`config.mk`:
```
export PLATFORM = sky130hd
export DESIGN_NAME = dircc_avalon_st_packet_sender_flat
export DESIGN_NICKNAME = d
export VERILOG_FILES = /design/src/rtl/dircc_avalon_st_packet_sender_if.sv /design/src/rtl/dircc_avalon_st_packet_sender.sv /design/src/flat_wrapper.sv
export SDC_FILE = /design/constraint.sdc
export NUM_CORES = 1
export LEC_CHECK = 0
export ABC_CLOCK_PERIOD_IN_PS = 3900
export CORE_AREA = 10 10 173 175
export DETAILED_ROUTE_END_ITERATION = 10
export DIE_AREA = 0 0 183 185
export GPL_TIMING_DRIVEN = 1
export PLACE_DENSITY_LB_ADDON = 0.05
export SLEW_MARGIN = 20
export SYNTH_ARGS = -nofsm -noshare
export SYNTH_HDL_FRONTEND = slang
export SYNTH_SLANG_ARGS = --single-unit
```
`constraint.sdc`:
```
create_clock -name clk -period 3.9 [get_ports clk]
set_input_delay 0.585 -clock clk [delete_from_list [all_inputs] [get_ports clk]]
set_output_delay 0.585 -clock clk [all_outputs]
set_load 0.03 [all_outputs]
```
`src/rtl/dircc_avalon_st_packet_sender_if.sv`:
```
// dircc_avalon_st_packet_sender_if: request side and Avalon-ST source side of the packet sender.
// master = the sender itself, slave = whoever feeds requests and sinks the stream.
interface dircc_avalon_st_packet_sender_if #(
  parameter int WORD_WIDTH     = 32,
  parameter int EMPTY_WIDTH    = 2,
  parameter int DROP_CNT_WIDTH = 8
);
  logic                      send_packet;
  logic [239:0]              packet_data;
  logic                      packet_ready;
  logic                      send_done;
  logic [DROP_CNT_WIDTH-1:0] dropped_count;
  logic [WORD_WIDTH-1:0]     out_data;
  logic                      out_valid;
  logic                      out_ready;
  logic                      out_startofpacket;
  logic                      out_endofpacket;
  logic [EMPTY_WIDTH-1:0]    out_empty;
  modport master (
    input  send_packet, packet_data, out_ready,
    output packet_ready, send_done, dropped_count,
           out_data, out_valid, out_startofpacket, out_endofpacket, out_empty
  );
  modport slave (
    output send_packet, packet_data, out_ready,
    input  packet_ready, send_done, dropped_count,
           out_data, out_valid, out_startofpacket, out_endofpacket, out_empty
  );
endinterface

```
`src/rtl/dircc_avalon_st_packet_sender.sv`:
```
// dircc_avalon_st_packet_sender: serializes one 240-bit packet_t into an 8-word SOP/EOP Avalon-ST packet.
// Optional macro DIRCC_PACKET_SENDER_BUFFER_EN adds a one-packet buffer so back-to-back packets
// stream with no idle cycle between EOP and the next SOP.
// packet_t layout (MSB first): dest{hw 32, sw 16, port 7, flag 1}, src{same}, lamport 32, data 96.
module dircc_avalon_st_packet_sender #(
  parameter int WORD_WIDTH     = 32,
  parameter int EMPTY_WIDTH    = 2,
  parameter int DROP_CNT_WIDTH = 8
) (
  input logic                          clk,
  input logic                          reset_n,
  dircc_avalon_st_packet_sender_if.master bus
);
  if (WORD_WIDTH != 32) begin : g_width_check
    $error("dircc_avalon_st_packet_sender supports WORD_WIDTH = 32 only");
  end
  typedef enum logic {IDLE, SEND} state_t;
  state_t                    state_q, state_d;
  logic [2:0]                idx_q, idx_d;
  logic [239:0]              hold_q, hold_d;
  logic                      done_q;
  logic [DROP_CNT_WIDTH-1:0] drop_q;
  logic                      valid, ready, accept, xfer, last;
  logic [31:0]               words [8];
`ifdef DIRCC_PACKET_SENDER_BUFFER_EN
  logic [239:0]              buf_q, buf_d;
  logic                      full_q, full_d;
  assign ready = state_q == IDLE || !full_q;
`else
  assign ready = state_q == IDLE;
`endif
  assign valid  = state_q == SEND;
  assign accept = bus.send_packet && ready;
  assign xfer   = valid && bus.out_ready;
  assign last   = xfer && idx_q == 3'd7;
  assign words[0] = hold_q[239:208];
  assign words[1] = {hold_q[207:184], 8'h00};
  assign words[2] = hold_q[183:152];
  assign words[3] = {hold_q[151:128], 8'h00};
  assign words[4] = hold_q[127:96];
  assign words[5] = hold_q[31:0];
  assign words[6] = hold_q[63:32];
  assign words[7] = hold_q[95:64];
  assign bus.packet_ready      = ready;
  assign bus.out_valid         = valid;
  assign bus.out_data          = valid ? words[idx_q] : 32'h0;
  assign bus.out_startofpacket = valid && idx_q == 3'd0;
  assign bus.out_endofpacket   = valid && idx_q == 3'd7;
  assign bus.out_empty         = {EMPTY_WIDTH{1'b0}};
  assign bus.send_done         = done_q;
  assign bus.dropped_count     = drop_q;
  // Next state: load on accept from IDLE, advance the word index on each transfer, chain buffered packets on EOP.
  always_comb begin
    state_d = state_q;
    idx_d   = idx_q;
    hold_d  = hold_q;
`ifdef DIRCC_PACKET_SENDER_BUFFER_EN
    buf_d   = buf_q;
    full_d  = full_q;
`endif
    if (state_q == IDLE) begin
      if (accept) begin
        hold_d  = bus.packet_data;
        idx_d   = 3'd0;
        state_d = SEND;
      end
    end else begin
      if (xfer) idx_d = idx_q + 3'd1;
      if (last) state_d = IDLE;
`ifdef DIRCC_PACKET_SENDER_BUFFER_EN
      if (last && full_q) begin
        hold_d  = buf_q;
        full_d  = 1'b0;
        state_d = SEND;
      end else if (last && accept) begin
        hold_d  = bus.packet_data;
        state_d = SEND;
      end else if (accept) begin
        buf_d  = bus.packet_data;
        full_d = 1'b1;
      end
`endif
    end
  end
  // State registers, done pulse and saturating drop counter.
  always_ff @(posedge clk or negedge reset_n) begin
    if (!reset_n) begin
      state_q <= IDLE;
      idx_q   <= 3'd0;
      hold_q  <= '0;
      done_q  <= 1'b0;
      drop_q  <= '0;
    end else begin
      state_q <= state_d;
      idx_q   <= idx_d;
      hold_q  <= hold_d;
      done_q  <= last;
      drop_q  <= (bus.send_packet && !ready && !(&drop_q)) ? drop_q + 1'b1 : drop_q;
    end
  end
`ifdef DIRCC_PACKET_SENDER_BUFFER_EN
  // Second-packet buffer registers.
  always_ff @(posedge clk or negedge reset_n) begin
    if (!reset_n) begin
      buf_q  <= '0;
      full_q <= 1'b0;
    end else begin
      buf_q  <= buf_d;
      full_q <= full_d;
    end
  end
`endif
endmodule
```
`src/flat_wrapper.sv`:
```
// flat-port wrapper written by rule: the top's interface ports become plain ports
module dircc_avalon_st_packet_sender_flat 
#(
  parameter int WORD_WIDTH     = 32,
  parameter int EMPTY_WIDTH    = 2,
  parameter int DROP_CNT_WIDTH = 8
)
  (clk, reset_n, bus_send_packet, bus_packet_data, bus_out_ready, bus_packet_ready, bus_send_done, bus_dropped_count, bus_out_data, bus_out_valid, bus_out_startofpacket, bus_out_endofpacket, bus_out_empty);
  dircc_avalon_st_packet_sender_if #(.WORD_WIDTH(WORD_WIDTH), .EMPTY_WIDTH(EMPTY_WIDTH), .DROP_CNT_WIDTH(DROP_CNT_WIDTH)) bus_i ();
  input logic clk;
  input logic reset_n;
  input wire logic [$bits(bus_i.send_packet)-1:0] bus_send_packet;
  input wire logic [$bits(bus_i.packet_data)-1:0] bus_packet_data;
  input wire logic [$bits(bus_i.out_ready)-1:0] bus_out_ready;
  output wire logic [$bits(bus_i.packet_ready)-1:0] bus_packet_ready;
  output wire logic [$bits(bus_i.send_done)-1:0] bus_send_done;
  output wire logic [$bits(bus_i.dropped_count)-1:0] bus_dropped_count;
  output wire logic [$bits(bus_i.out_data)-1:0] bus_out_data;
  output wire logic [$bits(bus_i.out_valid)-1:0] bus_out_valid;
  output wire logic [$bits(bus_i.out_startofpacket)-1:0] bus_out_startofpacket;
  output wire logic [$bits(bus_i.out_endofpacket)-1:0] bus_out_endofpacket;
  output wire logic [$bits(bus_i.out_empty)-1:0] bus_out_empty;
  assign bus_i.send_packet = bus_send_packet;
  assign bus_i.packet_data = bus_packet_data;
  assign bus_i.out_ready = bus_out_ready;
  assign bus_packet_ready = bus_i.packet_ready;
  assign bus_send_done = bus_i.send_done;
  assign bus_dropped_count = bus_i.dropped_count;
  assign bus_out_data = bus_i.out_data;
  assign bus_out_valid = bus_i.out_valid;
  assign bus_out_startofpacket = bus_i.out_startofpacket;
  assign bus_out_endofpacket = bus_i.out_endofpacket;
  assign bus_out_empty = bus_i.out_empty;
  dircc_avalon_st_packet_sender #(.WORD_WIDTH(WORD_WIDTH), .EMPTY_WIDTH(EMPTY_WIDTH), .DROP_CNT_WIDTH(DROP_CNT_WIDTH)) u_core (.clk(clk), .reset_n(reset_n), .bus(bus_i));
endmodule
```
==> metrics.txt <==
async set-or-reset flop fraction in the synthesized netlist=100%; Yosys reg bits=253; pre-CTS setup slack=0.891 ns; Root Buffer=clkbuf_16; Total Nets Final=1309; GRT overflow=0; Clock Skew=0.00448 ns; outcome=completed; Seq/Total Area, Yosys=53.8%; synthesized instance count=786; drt first pass iters=4; pins over their slew limit=0; Die W=183 um; final number of hold-violating endpoints=0; synth unique cells=38; syn_area_per_cell=15.0 sq um; fin crit period=3.54 ns; detailed-route DRC error count=0; Multi-input gate area=4960 sq um; final setup margin=0.357 ns; Critical Path Start Type=flop; CTS tree=done; dominant cell by count in the synthesized netlist=dfrtp_1; Leakage Power=0.00657 uW; Mapped Area=11800 sq um; port bufs=288; wire per inst=21.9 um; register area=6340 sq um; R2R depth=6; max_cap viols=0; commonest cells in the netlist=dfrtp_1, mux2_2, mux2_4, mux4_2, mux2_1; crit-path max FO=43; Max transition margin=45.4%; Core Rows=60; Via density=5.27; GPL Wtd Cong=0.766; CP endpoint kind=output pin; vias in the first global route=8302; crit path kind=reg -> out; die area=33900 sq um; core area=26600 sq um; clock sinks=253; fraction of layout cells with a size suffix above 1=32.1%; Worst Path Arrival=2.96 ns; Die Span Y=185 um; cell area power density=847 nW/um^2; clk slew on worst S/H paths=0.06 ns; post-synthesis cell type with the largest combined area=dfrtp_1; clk buf depth=3; Max Freq=282 MHz; CTS Hold Bufs=0; Detailed Place HPWL=21900 um; GRT Total Usage=17.9%; top_reg_cell synth=dfrtp_1; insertion delay to the later sink of the worst-skew pair=0.53 ns; final setup fails=0; WP data required=3.31 ns; Worst Tran Pin Value=0.818 ns; area grow syn2layout=34.1%; YS warnings=0; post-route clock period utilization=90.9%; setup TNS=0 ns; Worst IR Drop VDD=0.525 mV; fillcell total=2164; CTS Buf Count=28; Total Routed Length=31100 um; initial antenna violation count=4; RSZ-0062 raised after global routing=false; Antenna Nets Post-Route=0; post-CTS setup buffer count=0; first-pass GRT wire length=48000 um; DR vias=7495; PostCTS Resize Cnt=0; post-synth top area share=53.8%; ranking of synthesized cells by area=dfrtp_1, mux2_2, mux4_2; DR iter-0 viols=405; pin count of the biggest net entering global routing=105; Hold Crit Class=in -> async; Post-synth EDFFs=0; H-tree depth=1; Starting Density=44.3%; num ports=291
==> worst max-delay path, stage by stage (launching register included) <==
cell and delay, ns:
dfrtp_4 0.72, buf_12 0.28, or3_1 0.47, o21ai_0 0.24, clkdlybuf4s50_1 0.70
==> state kept, by name, summed over array words and instances, names as in the netlist <==
name / cells
u_core.hold_q: 240
u_core.bus.dropped_count: 8
u_core.idx_q: 3
u_core.bus.out_valid: 1
u_core.bus.send_done: 1
==> path summary, 6_finish.rpt <==
check,start,to,slack (ns)
worst min register to register,u_core.hold_q[176],u_core.hold_q[176],0.48
max in group asynchronous,reset_n,u_core.hold_q[231],2.92
worst max register to register,u_core.idx_q[1],u_core.idx_q[1],1.82
min in group clk,u_core.hold_q[176],u_core.hold_q[176],0.48
worst min-delay path,reset_n,u_core.hold_q[152],0.08
worst max-delay path,u_core.idx_q[2],bus_out_data[4],0.36
==> power by group <==
group | switching [uW] | leakage (uW) | internal (uW) | total [uW]
registers | 786 | 0.00307 | 3920 | 4710
clock network | 1060 | 0.000471 | 1620 | 2690
logic | 2740 | 0.00303 | 3250 | 5990
total | 4590 | 0.00657 | 8800 | 13400
==> metal layers <==
metal  wire length [um]  vias up  GRT usage [%]
met5                 41        -              0
met4                546        6           3.77
met3               2350       41           5.37
met2              14700      220           29.3
met1              13500     3780           23.1
li1                   -     3448              -
==> through the flow <==
stage | hold WS (ns) | total power [uW] | area, sq um | cells | utilization (%)
4_1_cts | 0.135 | 13600 | 15800 | 1422 | 59.4
2_1_floorplan | 0.289 | 8760 | 11800 | 787 | -
6_report | 0.0823 | 13400 | 15800 | 1423 | 59.4
5_1_grt | 0.140 | 14200 | 15800 | 1422 | 59.4
3_5_place_dp | 0.470 | 10800 | 14800 | 1372 | 55.9
3_3_place_gp | 0.460 | 10700 | 14800 | 1372 | 55.9
==> logic make-up after synthesis <==
family          Yosys count  synth area share, %
mux                     309                 33.8
flops                   253                 53.8
simple gates             84                 3.89
buf+inv                  66                 4.14
compound gates           65                 3.67
fa+ha+maj                 4                0.425
xor+xnor                  4                0.298
other cells               1               0.0318
==> layout by cell type, fill, tap and decap left out, types with 18 or more instances in the layout <==
master           count
mux2_2             198
dfrtp_1            250
nor3_1              26
buf_4               18
mux4_2              32
mux2_1              30
clkdlybuf4s50_1    279
nor2b_1             24
clkbuf_16           29
a211oi_1            25
o22ai_1             25
mux2_4              40
==> cell type report <==
cell class / count / share of cell area [%]
Antenna cell: 1 / 0.0158
Multi-Input combinational cell: 468 / 31.4
Clock buffer: 44 / 5.65
Sequential cell: 253 / 40.1
Clock inverter: 6 / 0.364
Tap cell: 341 / 2.70
Inverter: 4 / 0.0951
Timing Repair Buffer: 306 / 19.6
(Power assumes the default switching activity.)
